File: src/rtl/hazard_if.sv
// hazard_if: bundle between the decode/pipeline control of the 5-stage core
// and the hazard sequencer.
//   master: the pipeline side. It drives the D-stage instruction fields and
//           E_branch_taken, and consumes the stall/flush/forward controls.
//   slave : the hazard sequencer. It consumes the D-stage fields and drives
//           the controls.
// Signals:
//   D_valid, D_rs1, D_rs2, D_use_rs1, D_use_rs2, D_rd, D_RegWrite,
//   D_MemRead, D_is_div           instruction currently in D
//   E_branch_taken                instruction in E resolved as a taken branch
//   pc_stall, FD_stall, FD_flush, DE_stall, DE_flush, EM_bubble
//                                 pipeline register controls
//   E_rs1_forward, E_rs2_forward  E-stage source comes from the M result
//   M_rs1_forward, M_rs2_forward  E-stage source comes from the W result
//   busy                          divider sequence is stalling the pipe
interface hazard_if #(
    parameter int REG_AW = 5
);
    logic              D_valid;
    logic [REG_AW-1:0] D_rs1;
    logic [REG_AW-1:0] D_rs2;
    logic              D_use_rs1;
    logic              D_use_rs2;
    logic [REG_AW-1:0] D_rd;
    logic              D_RegWrite;
    logic              D_MemRead;
    logic              D_is_div;
    logic              E_branch_taken;

    logic              pc_stall;
    logic              FD_stall;
    logic              FD_flush;
    logic              DE_stall;
    logic              DE_flush;
    logic              EM_bubble;
    logic              E_rs1_forward;
    logic              E_rs2_forward;
    logic              M_rs1_forward;
    logic              M_rs2_forward;
    logic              busy;

    modport master (
        output D_valid, D_rs1, D_rs2, D_use_rs1, D_use_rs2, D_rd,
               D_RegWrite, D_MemRead, D_is_div, E_branch_taken,
        input  pc_stall, FD_stall, FD_flush, DE_stall, DE_flush, EM_bubble,
               E_rs1_forward, E_rs2_forward, M_rs1_forward, M_rs2_forward,
               busy
    );

    modport slave (
        input  D_valid, D_rs1, D_rs2, D_use_rs1, D_use_rs2, D_rd,
               D_RegWrite, D_MemRead, D_is_div, E_branch_taken,
        output pc_stall, FD_stall, FD_flush, DE_stall, DE_flush, EM_bubble,
               E_rs1_forward, E_rs2_forward, M_rs1_forward, M_rs2_forward,
               busy
    );
endinterface

File: src/rtl/hazard_sequencer.sv
// hazard_sequencer: hazard controller for the 5-stage core.
// It keeps a shadow copy of the destination information of the instructions
// in E and M. From that copy it registers the four forwarding flags for each
// instruction that enters E, and it sequences the load-use stall, the
// multi-cycle divide stall and the taken-branch flush.
// Ports:
//   clk  core clock
//   rst  asynchronous active-high reset
//   hz   hazard_if.slave: D-stage fields and branch in; controls out
// Stall/flush controls are combinational from state, shadows and D inputs.
// The forward flags are registered.
module hazard_sequencer #(
    parameter int DIV_LAT = 4,
    parameter int REG_AW  = 5
) (
    input  logic     clk,
    input  logic     rst,
    hazard_if.slave  hz
);
    localparam int              CNT_W    = $clog2(DIV_LAT);
    localparam logic [CNT_W-1:0] CNT_LOAD = CNT_W'(DIV_LAT - 2);
    localparam logic [CNT_W-1:0] CNT_ZERO = CNT_W'(0);
    localparam logic [CNT_W-1:0] CNT_ONE  = CNT_W'(1);
    localparam logic [REG_AW-1:0] REG_X0  = REG_AW'(0);

    typedef enum logic {
        ST_RUN      = 1'b0,
        ST_DIV_BUSY = 1'b1
    } state_t;

    typedef enum logic [1:0] {
        ACT_ADVANCE  = 2'd0,
        ACT_FLUSH    = 2'd1,
        ACT_DIV_HOLD = 2'd2,
        ACT_LOAD_USE = 2'd3
    } action_t;

    // A source depends on a stage when it is really read, is not x0, and the
    // stage holds a valid register-writing instruction with the same rd.
    function automatic logic src_match(
        input logic              used,
        input logic [REG_AW-1:0] addr,
        input logic              v,
        input logic              we,
        input logic [REG_AW-1:0] rd
    );
        return used && (addr != REG_X0) && v && we && (rd == addr);
    endfunction

    state_t            state_r, state_nx_s;
    logic [CNT_W-1:0]  cnt_r, cnt_nx_s;
    action_t           action_s;

    logic              e_v_r, e_we_r, e_ld_r, e_div_r;
    logic [REG_AW-1:0] e_rd_r;
    logic              m_v_r, m_we_r;
    logic [REG_AW-1:0] m_rd_r;

    logic              e_rs1_fwd_r, e_rs2_fwd_r, m_rs1_fwd_r, m_rs2_fwd_r;

    logic              hit_e_rs1_s, hit_e_rs2_s, hit_m_rs1_s, hit_m_rs2_s;
    logic              load_use_s;

    logic              pc_stall_s, fd_stall_s, fd_flush_s;
    logic              de_stall_s, de_flush_s, em_bubble_s, busy_s;

    assign hit_e_rs1_s = src_match(hz.D_use_rs1, hz.D_rs1, e_v_r, e_we_r, e_rd_r);
    assign hit_e_rs2_s = src_match(hz.D_use_rs2, hz.D_rs2, e_v_r, e_we_r, e_rd_r);
    assign hit_m_rs1_s = src_match(hz.D_use_rs1, hz.D_rs1, m_v_r, m_we_r, m_rd_r);
    assign hit_m_rs2_s = src_match(hz.D_use_rs2, hz.D_rs2, m_v_r, m_we_r, m_rd_r);
    assign load_use_s  = hz.D_valid && e_v_r && e_ld_r && (hit_e_rs1_s || hit_e_rs2_s);

    // Choose the pipeline action for this cycle; branch is ignored once the
    // divider owns E because a divide cannot be a branch.
    always_comb begin
        action_s = ACT_ADVANCE;
        case (state_r)
            ST_RUN: begin
                if (hz.E_branch_taken) begin
                    action_s = ACT_FLUSH;
                end else if (e_v_r && e_div_r) begin
                    action_s = ACT_DIV_HOLD;
                end else if (load_use_s) begin
                    action_s = ACT_LOAD_USE;
                end else begin
                    action_s = ACT_ADVANCE;
                end
            end
            ST_DIV_BUSY: begin
                if (cnt_r != CNT_ZERO) begin
                    action_s = ACT_DIV_HOLD;
                end else begin
                    action_s = ACT_ADVANCE;
                end
            end
            default: action_s = ACT_ADVANCE;
        endcase
    end

    // FSM state and divide counter register.
    always_ff @(posedge clk or posedge rst) begin
        if (rst) begin
            state_r <= ST_RUN;
            cnt_r   <= CNT_ZERO;
        end else begin
            state_r <= state_nx_s;
            cnt_r   <= cnt_nx_s;
        end
    end

    // FSM next state: the first hold cycle loads DIV_LAT-2 so that the
    // counter reaches zero on the divide's last E cycle.
    always_comb begin
        state_nx_s = state_r;
        cnt_nx_s   = cnt_r;
        case (state_r)
            ST_RUN: begin
                if (action_s == ACT_DIV_HOLD) begin
                    state_nx_s = ST_DIV_BUSY;
                    cnt_nx_s   = CNT_LOAD;
                end else begin
                    state_nx_s = ST_RUN;
                end
            end
            ST_DIV_BUSY: begin
                if (cnt_r != CNT_ZERO) begin
                    cnt_nx_s = cnt_r - CNT_ONE;
                end else begin
                    state_nx_s = ST_RUN;
                end
            end
            default: begin
                state_nx_s = ST_RUN;
                cnt_nx_s   = CNT_ZERO;
            end
        endcase
    end

    // FSM outputs: pipeline controls decoded from the chosen action. busy
    // covers exactly the cycles in which the divider is stalling the pipe.
    always_comb begin
        pc_stall_s  = 1'b0;
        fd_stall_s  = 1'b0;
        fd_flush_s  = 1'b0;
        de_stall_s  = 1'b0;
        de_flush_s  = 1'b0;
        em_bubble_s = 1'b0;
        busy_s      = 1'b0;
        case (action_s)
            ACT_FLUSH: begin
                fd_flush_s = 1'b1;
                de_flush_s = 1'b1;
            end
            ACT_DIV_HOLD: begin
                pc_stall_s  = 1'b1;
                fd_stall_s  = 1'b1;
                de_stall_s  = 1'b1;
                em_bubble_s = 1'b1;
                busy_s      = 1'b1;
            end
            ACT_LOAD_USE: begin
                pc_stall_s = 1'b1;
                fd_stall_s = 1'b1;
                de_flush_s = 1'b1;
            end
            default: begin
                pc_stall_s = 1'b0;
            end
        endcase
    end

    // Shadow pipeline and forward flags follow the chosen action.
    always_ff @(posedge clk or posedge rst) begin
        if (rst) begin
            e_v_r       <= 1'b0;
            e_rd_r      <= REG_X0;
            e_we_r      <= 1'b0;
            e_ld_r      <= 1'b0;
            e_div_r     <= 1'b0;
            m_v_r       <= 1'b0;
            m_rd_r      <= REG_X0;
            m_we_r      <= 1'b0;
            e_rs1_fwd_r <= 1'b0;
            e_rs2_fwd_r <= 1'b0;
            m_rs1_fwd_r <= 1'b0;
            m_rs2_fwd_r <= 1'b0;
        end else begin
            case (action_s)
                ACT_ADVANCE: begin
                    e_v_r       <= hz.D_valid;
                    e_rd_r      <= hz.D_rd;
                    e_we_r      <= hz.D_RegWrite;
                    e_ld_r      <= hz.D_MemRead;
                    e_div_r     <= hz.D_is_div;
                    m_v_r       <= e_v_r;
                    m_rd_r      <= e_rd_r;
                    m_we_r      <= e_we_r;
                    // The younger producer (now in E) wins over the one in M.
                    e_rs1_fwd_r <= hz.D_valid && hit_e_rs1_s;
                    e_rs2_fwd_r <= hz.D_valid && hit_e_rs2_s;
                    m_rs1_fwd_r <= hz.D_valid && hit_m_rs1_s && !hit_e_rs1_s;
                    m_rs2_fwd_r <= hz.D_valid && hit_m_rs2_s && !hit_e_rs2_s;
                end
                ACT_DIV_HOLD: begin
                    m_v_r <= 1'b0;
                end
                default: begin
                    // FLUSH and LOAD_USE: bubble into E, E moves to M.
                    e_v_r       <= 1'b0;
                    e_we_r      <= 1'b0;
                    e_ld_r      <= 1'b0;
                    e_div_r     <= 1'b0;
                    m_v_r       <= e_v_r;
                    m_rd_r      <= e_rd_r;
                    m_we_r      <= e_we_r;
                    e_rs1_fwd_r <= 1'b0;
                    e_rs2_fwd_r <= 1'b0;
                    m_rs1_fwd_r <= 1'b0;
                    m_rs2_fwd_r <= 1'b0;
                end
            endcase
        end
    end

    assign hz.pc_stall      = pc_stall_s;
    assign hz.FD_stall      = fd_stall_s;
    assign hz.FD_flush      = fd_flush_s;
    assign hz.DE_stall      = de_stall_s;
    assign hz.DE_flush      = de_flush_s;
    assign hz.EM_bubble     = em_bubble_s;
    assign hz.busy          = busy_s;
    assign hz.E_rs1_forward = e_rs1_fwd_r;
    assign hz.E_rs2_forward = e_rs2_fwd_r;
    assign hz.M_rs1_forward = m_rs1_fwd_r;
    assign hz.M_rs2_forward = m_rs2_fwd_r;
endmodule
File: src/flat_wrapper.sv
// flat-port wrapper written by rule: the top's interface ports become plain ports
module hazard_sequencer_flat 
#(
    parameter int DIV_LAT = 4,
    parameter int REG_AW  = 5
)
  (clk, rst, hz_D_valid, hz_D_rs1, hz_D_rs2, hz_D_use_rs1, hz_D_use_rs2, hz_D_rd, hz_D_RegWrite, hz_D_MemRead, hz_D_is_div, hz_E_branch_taken, hz_pc_stall, hz_FD_stall, hz_FD_flush, hz_DE_stall, hz_DE_flush, hz_EM_bubble, hz_E_rs1_forward, hz_E_rs2_forward, hz_M_rs1_forward, hz_M_rs2_forward, hz_busy);
  hazard_if #(.REG_AW(REG_AW)) hz_i ();
  input  logic clk;
  input  logic rst;
  input wire logic [$bits(hz_i.D_valid)-1:0] hz_D_valid;
  input wire logic [$bits(hz_i.D_rs1)-1:0] hz_D_rs1;
  input wire logic [$bits(hz_i.D_rs2)-1:0] hz_D_rs2;
  input wire logic [$bits(hz_i.D_use_rs1)-1:0] hz_D_use_rs1;
  input wire logic [$bits(hz_i.D_use_rs2)-1:0] hz_D_use_rs2;
  input wire logic [$bits(hz_i.D_rd)-1:0] hz_D_rd;
  input wire logic [$bits(hz_i.D_RegWrite)-1:0] hz_D_RegWrite;
  input wire logic [$bits(hz_i.D_MemRead)-1:0] hz_D_MemRead;
  input wire logic [$bits(hz_i.D_is_div)-1:0] hz_D_is_div;
  input wire logic [$bits(hz_i.E_branch_taken)-1:0] hz_E_branch_taken;
  output wire logic [$bits(hz_i.pc_stall)-1:0] hz_pc_stall;
  output wire logic [$bits(hz_i.FD_stall)-1:0] hz_FD_stall;
  output wire logic [$bits(hz_i.FD_flush)-1:0] hz_FD_flush;
  output wire logic [$bits(hz_i.DE_stall)-1:0] hz_DE_stall;
  output wire logic [$bits(hz_i.DE_flush)-1:0] hz_DE_flush;
  output wire logic [$bits(hz_i.EM_bubble)-1:0] hz_EM_bubble;
  output wire logic [$bits(hz_i.E_rs1_forward)-1:0] hz_E_rs1_forward;
  output wire logic [$bits(hz_i.E_rs2_forward)-1:0] hz_E_rs2_forward;
  output wire logic [$bits(hz_i.M_rs1_forward)-1:0] hz_M_rs1_forward;
  output wire logic [$bits(hz_i.M_rs2_forward)-1:0] hz_M_rs2_forward;
  output wire logic [$bits(hz_i.busy)-1:0] hz_busy;
  assign hz_i.D_valid = hz_D_valid;
  assign hz_i.D_rs1 = hz_D_rs1;
  assign hz_i.D_rs2 = hz_D_rs2;
  assign hz_i.D_use_rs1 = hz_D_use_rs1;
  assign hz_i.D_use_rs2 = hz_D_use_rs2;
  assign hz_i.D_rd = hz_D_rd;
  assign hz_i.D_RegWrite = hz_D_RegWrite;
  assign hz_i.D_MemRead = hz_D_MemRead;
  assign hz_i.D_is_div = hz_D_is_div;
  assign hz_i.E_branch_taken = hz_E_branch_taken;
  assign hz_pc_stall = hz_i.pc_stall;
  assign hz_FD_stall = hz_i.FD_stall;
  assign hz_FD_flush = hz_i.FD_flush;
  assign hz_DE_stall = hz_i.DE_stall;
  assign hz_DE_flush = hz_i.DE_flush;
  assign hz_EM_bubble = hz_i.EM_bubble;
  assign hz_E_rs1_forward = hz_i.E_rs1_forward;
  assign hz_E_rs2_forward = hz_i.E_rs2_forward;
  assign hz_M_rs1_forward = hz_i.M_rs1_forward;
  assign hz_M_rs2_forward = hz_i.M_rs2_forward;
  assign hz_busy = hz_i.busy;
  hazard_sequencer #(.DIV_LAT(DIV_LAT), .REG_AW(REG_AW)) u_core (.clk(clk), .rst(rst), .hz(hz_i));
endmodule
File: config.mk
export PLATFORM = sky130hd
export DESIGN_NAME = hazard_sequencer_flat
export DESIGN_NICKNAME = d
export VERILOG_FILES = /design/src/rtl/hazard_if.sv /design/src/rtl/hazard_sequencer.sv /design/src/flat_wrapper.sv
export SDC_FILE = /design/constraint.sdc
export NUM_CORES = 1
export LEC_CHECK = 0
export CAP_MARGIN = 20
export CORE_MARGIN = 8
export CORE_UTILIZATION = 38
export CTS_CLUSTER_DIAMETER = 100
export CTS_CLUSTER_SIZE = 16
export DETAILED_ROUTE_END_ITERATION = 7
export SLEW_MARGIN = 20
export SYNTH_ARGS = -nofsm -noshare
export SYNTH_HDL_FRONTEND = slang
export SYNTH_SLANG_ARGS = --single-unit
File: constraint.sdc
create_clock -name clk -period 2.9 [get_ports clk]
set_input_delay 0.58 -clock clk [delete_from_list [all_inputs] [get_ports clk]]
set_output_delay 0.58 -clock clk [all_outputs]
set_load 0.01 [all_outputs]
==> out/qor.yml <==
status: "finished clean"
cts_root_buf: "clkbuf_4"
synthTopCellsByCount: "dfrtp_1 (23), nand2_1 (22), xnor2_1 (12)"
synth_largest_area_cell: "dfrtp_1"
nFillCells: 314
area_delta_synth_final_pct: 49.8
pwr_density_cell_nw_per_um2: 661
fmax_mhz: 359
firstDrtPassIters: 4
num_io_pins: 35
period_minus_slack_ns: 2.78
core_region_area_sq_um: 3360
yosys_register_bits: 23
grt_setup_unrepaired: "false"
setup_violations: 0
die-area_sq_um: 5700
path_common_cell: "clkdlybuf4s50_1"
first_global_vias: 1340
clk_latency_ns: 0.32
setup_ws_ns: 0.116
path_clk_slew_ns: 0.14
crit_family: "buffers and inverters"
use_met2_pct: 24.4
ir_drop_mv: 0.401
cts_hold_buffers: 0
drv_slew: 0
top_usage_layer: "met2"
required_ns: 2.32
yosys_warnings: 0
gr-usage-met1_pct: 15.2
rows: 21
hp-class: "reg2reg"
final_cell_area_sq_um: 2010
crit_arrival_ns: 2.20
hold_slack_ns: 0.500
place.port_buffers: 34
seq_area_frac_synth_pct: 42.8
drc: 0
avgSynthCellArea_sq_um: 9.47
start_util_pct: 40.0
clk_path_buf_depth: 2
grt_pass1_wl_um: 6030
cp_max_fo: 4
worstMarginPinSlew_ns: 0.859
final_hold_viol_count: 0
synth_ff_type: "dfrtp_1"
slew_headroom_pct: 42.7
grt-ovfl-total: 0
drive_gt1_share_pct: 25.2
power.total_mw: 1.33
via_count: 1251
async_flop_share_pct: 100
place_ws_ns: -0.336
synth_cells: 142
routabilityCongestion: 0.852
p_leak_nw: 0.999
synth_area_leaders: "dfrtp_1 (43%), xnor2_1 (7.8%), nand2_1 (6.1%)"
yosys.area.top_type_share_pct: 42.8
cp-end-kind: "output port"
grt_util_met3_pct: 3.29
syn_area_sq_um: 1350
htreeDepth: 1
final_net_count: 228
dp_hpwl_um: 2820
crit_path_top_delay_cell: "clkdlybuf4s50_1"
place_area_sq_um: 1850
worstSetupPathType: "in2out"
num_antenna_cells: 0
antenna_found_initial: 0
synth-edff-count: 0
path_cells: "clkdlybuf4s50_1 -> nor3b_1 -> a21oi_1 -> inv_1 -> clkdlybuf4s50_1"
ant_nets: 0
finalCritPeriodShare_pct: 96.0
wl_per_cell_um: 14.7
multi_input_area_sq_um: 748
die_h_um: 75.5
grt_max_degree: 24
slowest_delay_ns: 0.52
layout.area.seq_sq_um: 576
syn-num-nets: 167
first_iter_violations: 30
drt-total-wl_um: 3640
yosysMostFrequentCell: "dfrtp_1"
clock_skew_ns: 0.0114
track_usage_pct: 13.7
cts_tree: "done"
critPathBufInv: 3
vias_per_cell: 5.04
synth_cell_types: 30
maxCapViolCount: 0
fp.dieW_um: 75.5
cts_buffers: 3
start_kind: "input pin"
cts_sinks: 23
-- final cells by class --
class / instances / area share [%]
well taps: 46 / 2.86
inverters: 8 / 1.49
flip-flops and latches: 23 / 28.6
clock inverters: 1 / 0.248
multi-input cells: 105 / 37.1
repair buffers: 62 / 28.6
clock buffers: 3 / 1.12
-- cells by family after synthesis --
kind of cell,share of synthesized area [%]
DFF,42.8
AOI/OAI and AO/OA,12.7
buffers and inverters,5.58
adders and majority gates,0.930
muxes,4.19
xor gates and xnor gates,13.0
and+or+nand+nor,20.8
-- sequential cells by signal, summed over array words and instances, names as in the netlist --
signal	count
u_core.e_rd_r	5
u_core.e_ld_r	1
u_core.e_v_r	1
u_core.hz.E_rs1_forward	1
u_core.cnt_r	2
u_core.hz.M_rs2_forward	1
u_core.m_v_r	1
u_core.e_we_r	1
u_core.hz.M_rs1_forward	1
u_core.m_we_r	1
u_core.m_rd_r	5
u_core.state_r	1
u_core.e_div_r	1
u_core.hz.E_rs2_forward	1
-- placed cells by master (no fill, tap or decap), drive strengths merged --
master and count:
buf 31, mux2 5, nor2b 1, nor4 1, xor2 8, o2111ai 3, xnor2 12, clkbuf 3
nand2b 2, nand4 5, and2 1, nor2 3, clkinv 1, clkdlybuf4s50 21, or4 5, a21oi 8
nand2 22, nand3 8, nor3b 1, o211ai 2, o21ai 11, dfrtp 23, ha 1, o211a 1
dlymetal6s2s 10, o221ai 1, inv 8, and4b 1, nor3 3
-- stage by stage --
| stage | std cells | util, % | TNS, ns |
|---|---|---|---|
| final | 248 | 59.9 | 0 |
| after detailed placement | 236 | 54.9 | -0.941 |
| after CTS | 248 | 57.2 | -0.0134 |
| after global placement | 236 | 54.9 | -0.960 |
| after global routing | 248 | 59.9 | 0 |
| after floorplan | 142 | - | 0 |
-- what timing repair did --
action | 4_1_cts | 5_1_grt
endpoints found under the setup margin | 3 | 6
pin swaps | 4 | 8
resized for setup | 13 | 23
buffers inserted | 8 | 0
-- worst paths after layout --
path | end | slack [ns] | depth (start not counted) | from
worst max-delay path | hz_DE_stall | 0.12 | 5 | hz_E_branch_taken
worst min-delay path | u_core.cnt_r[0]$_DFFE_PP0P_ | 0.50 | 1 | u_core.cnt_r[0]$_DFFE_PP0P_
worst max register to register | u_core.hz.E_rs1_forward$_DFFE_PP0P_ | 0.25 | 15 | u_core.e_rd_r[2]$_DFFE_PP0N_
worst min register to register | u_core.cnt_r[0]$_DFFE_PP0P_ | 0.50 | 1 | u_core.cnt_r[0]$_DFFE_PP0P_
max in group asynchronous | u_core.hz.M_rs2_forward$_DFFE_PP0P_ | 1.65 | 2 | rst
min in group asynchronous | u_core.e_v_r$_DFFE_PP0P_ | 0.72 | 2 | rst
-- routing by layer --
metal | routed length, um | vias up | part of all wire [%]
li1 | - | 616 | -
met3 | 200 | 8 | 5.5
met4 | 78 | 0 | 2.1
met1 | 1540 | 595 | 42
met2 | 1810 | 32 | 50
met5 | 0 | - | 0
-- where the power goes --
part,internal (mW),leakage [nW],switching (mW)
registers,0.439,0.287,0.142
logic,0.318,0.695,0.281
clock network,0.0516,0.0177,0.101
(Power assumes the default switching activity.)
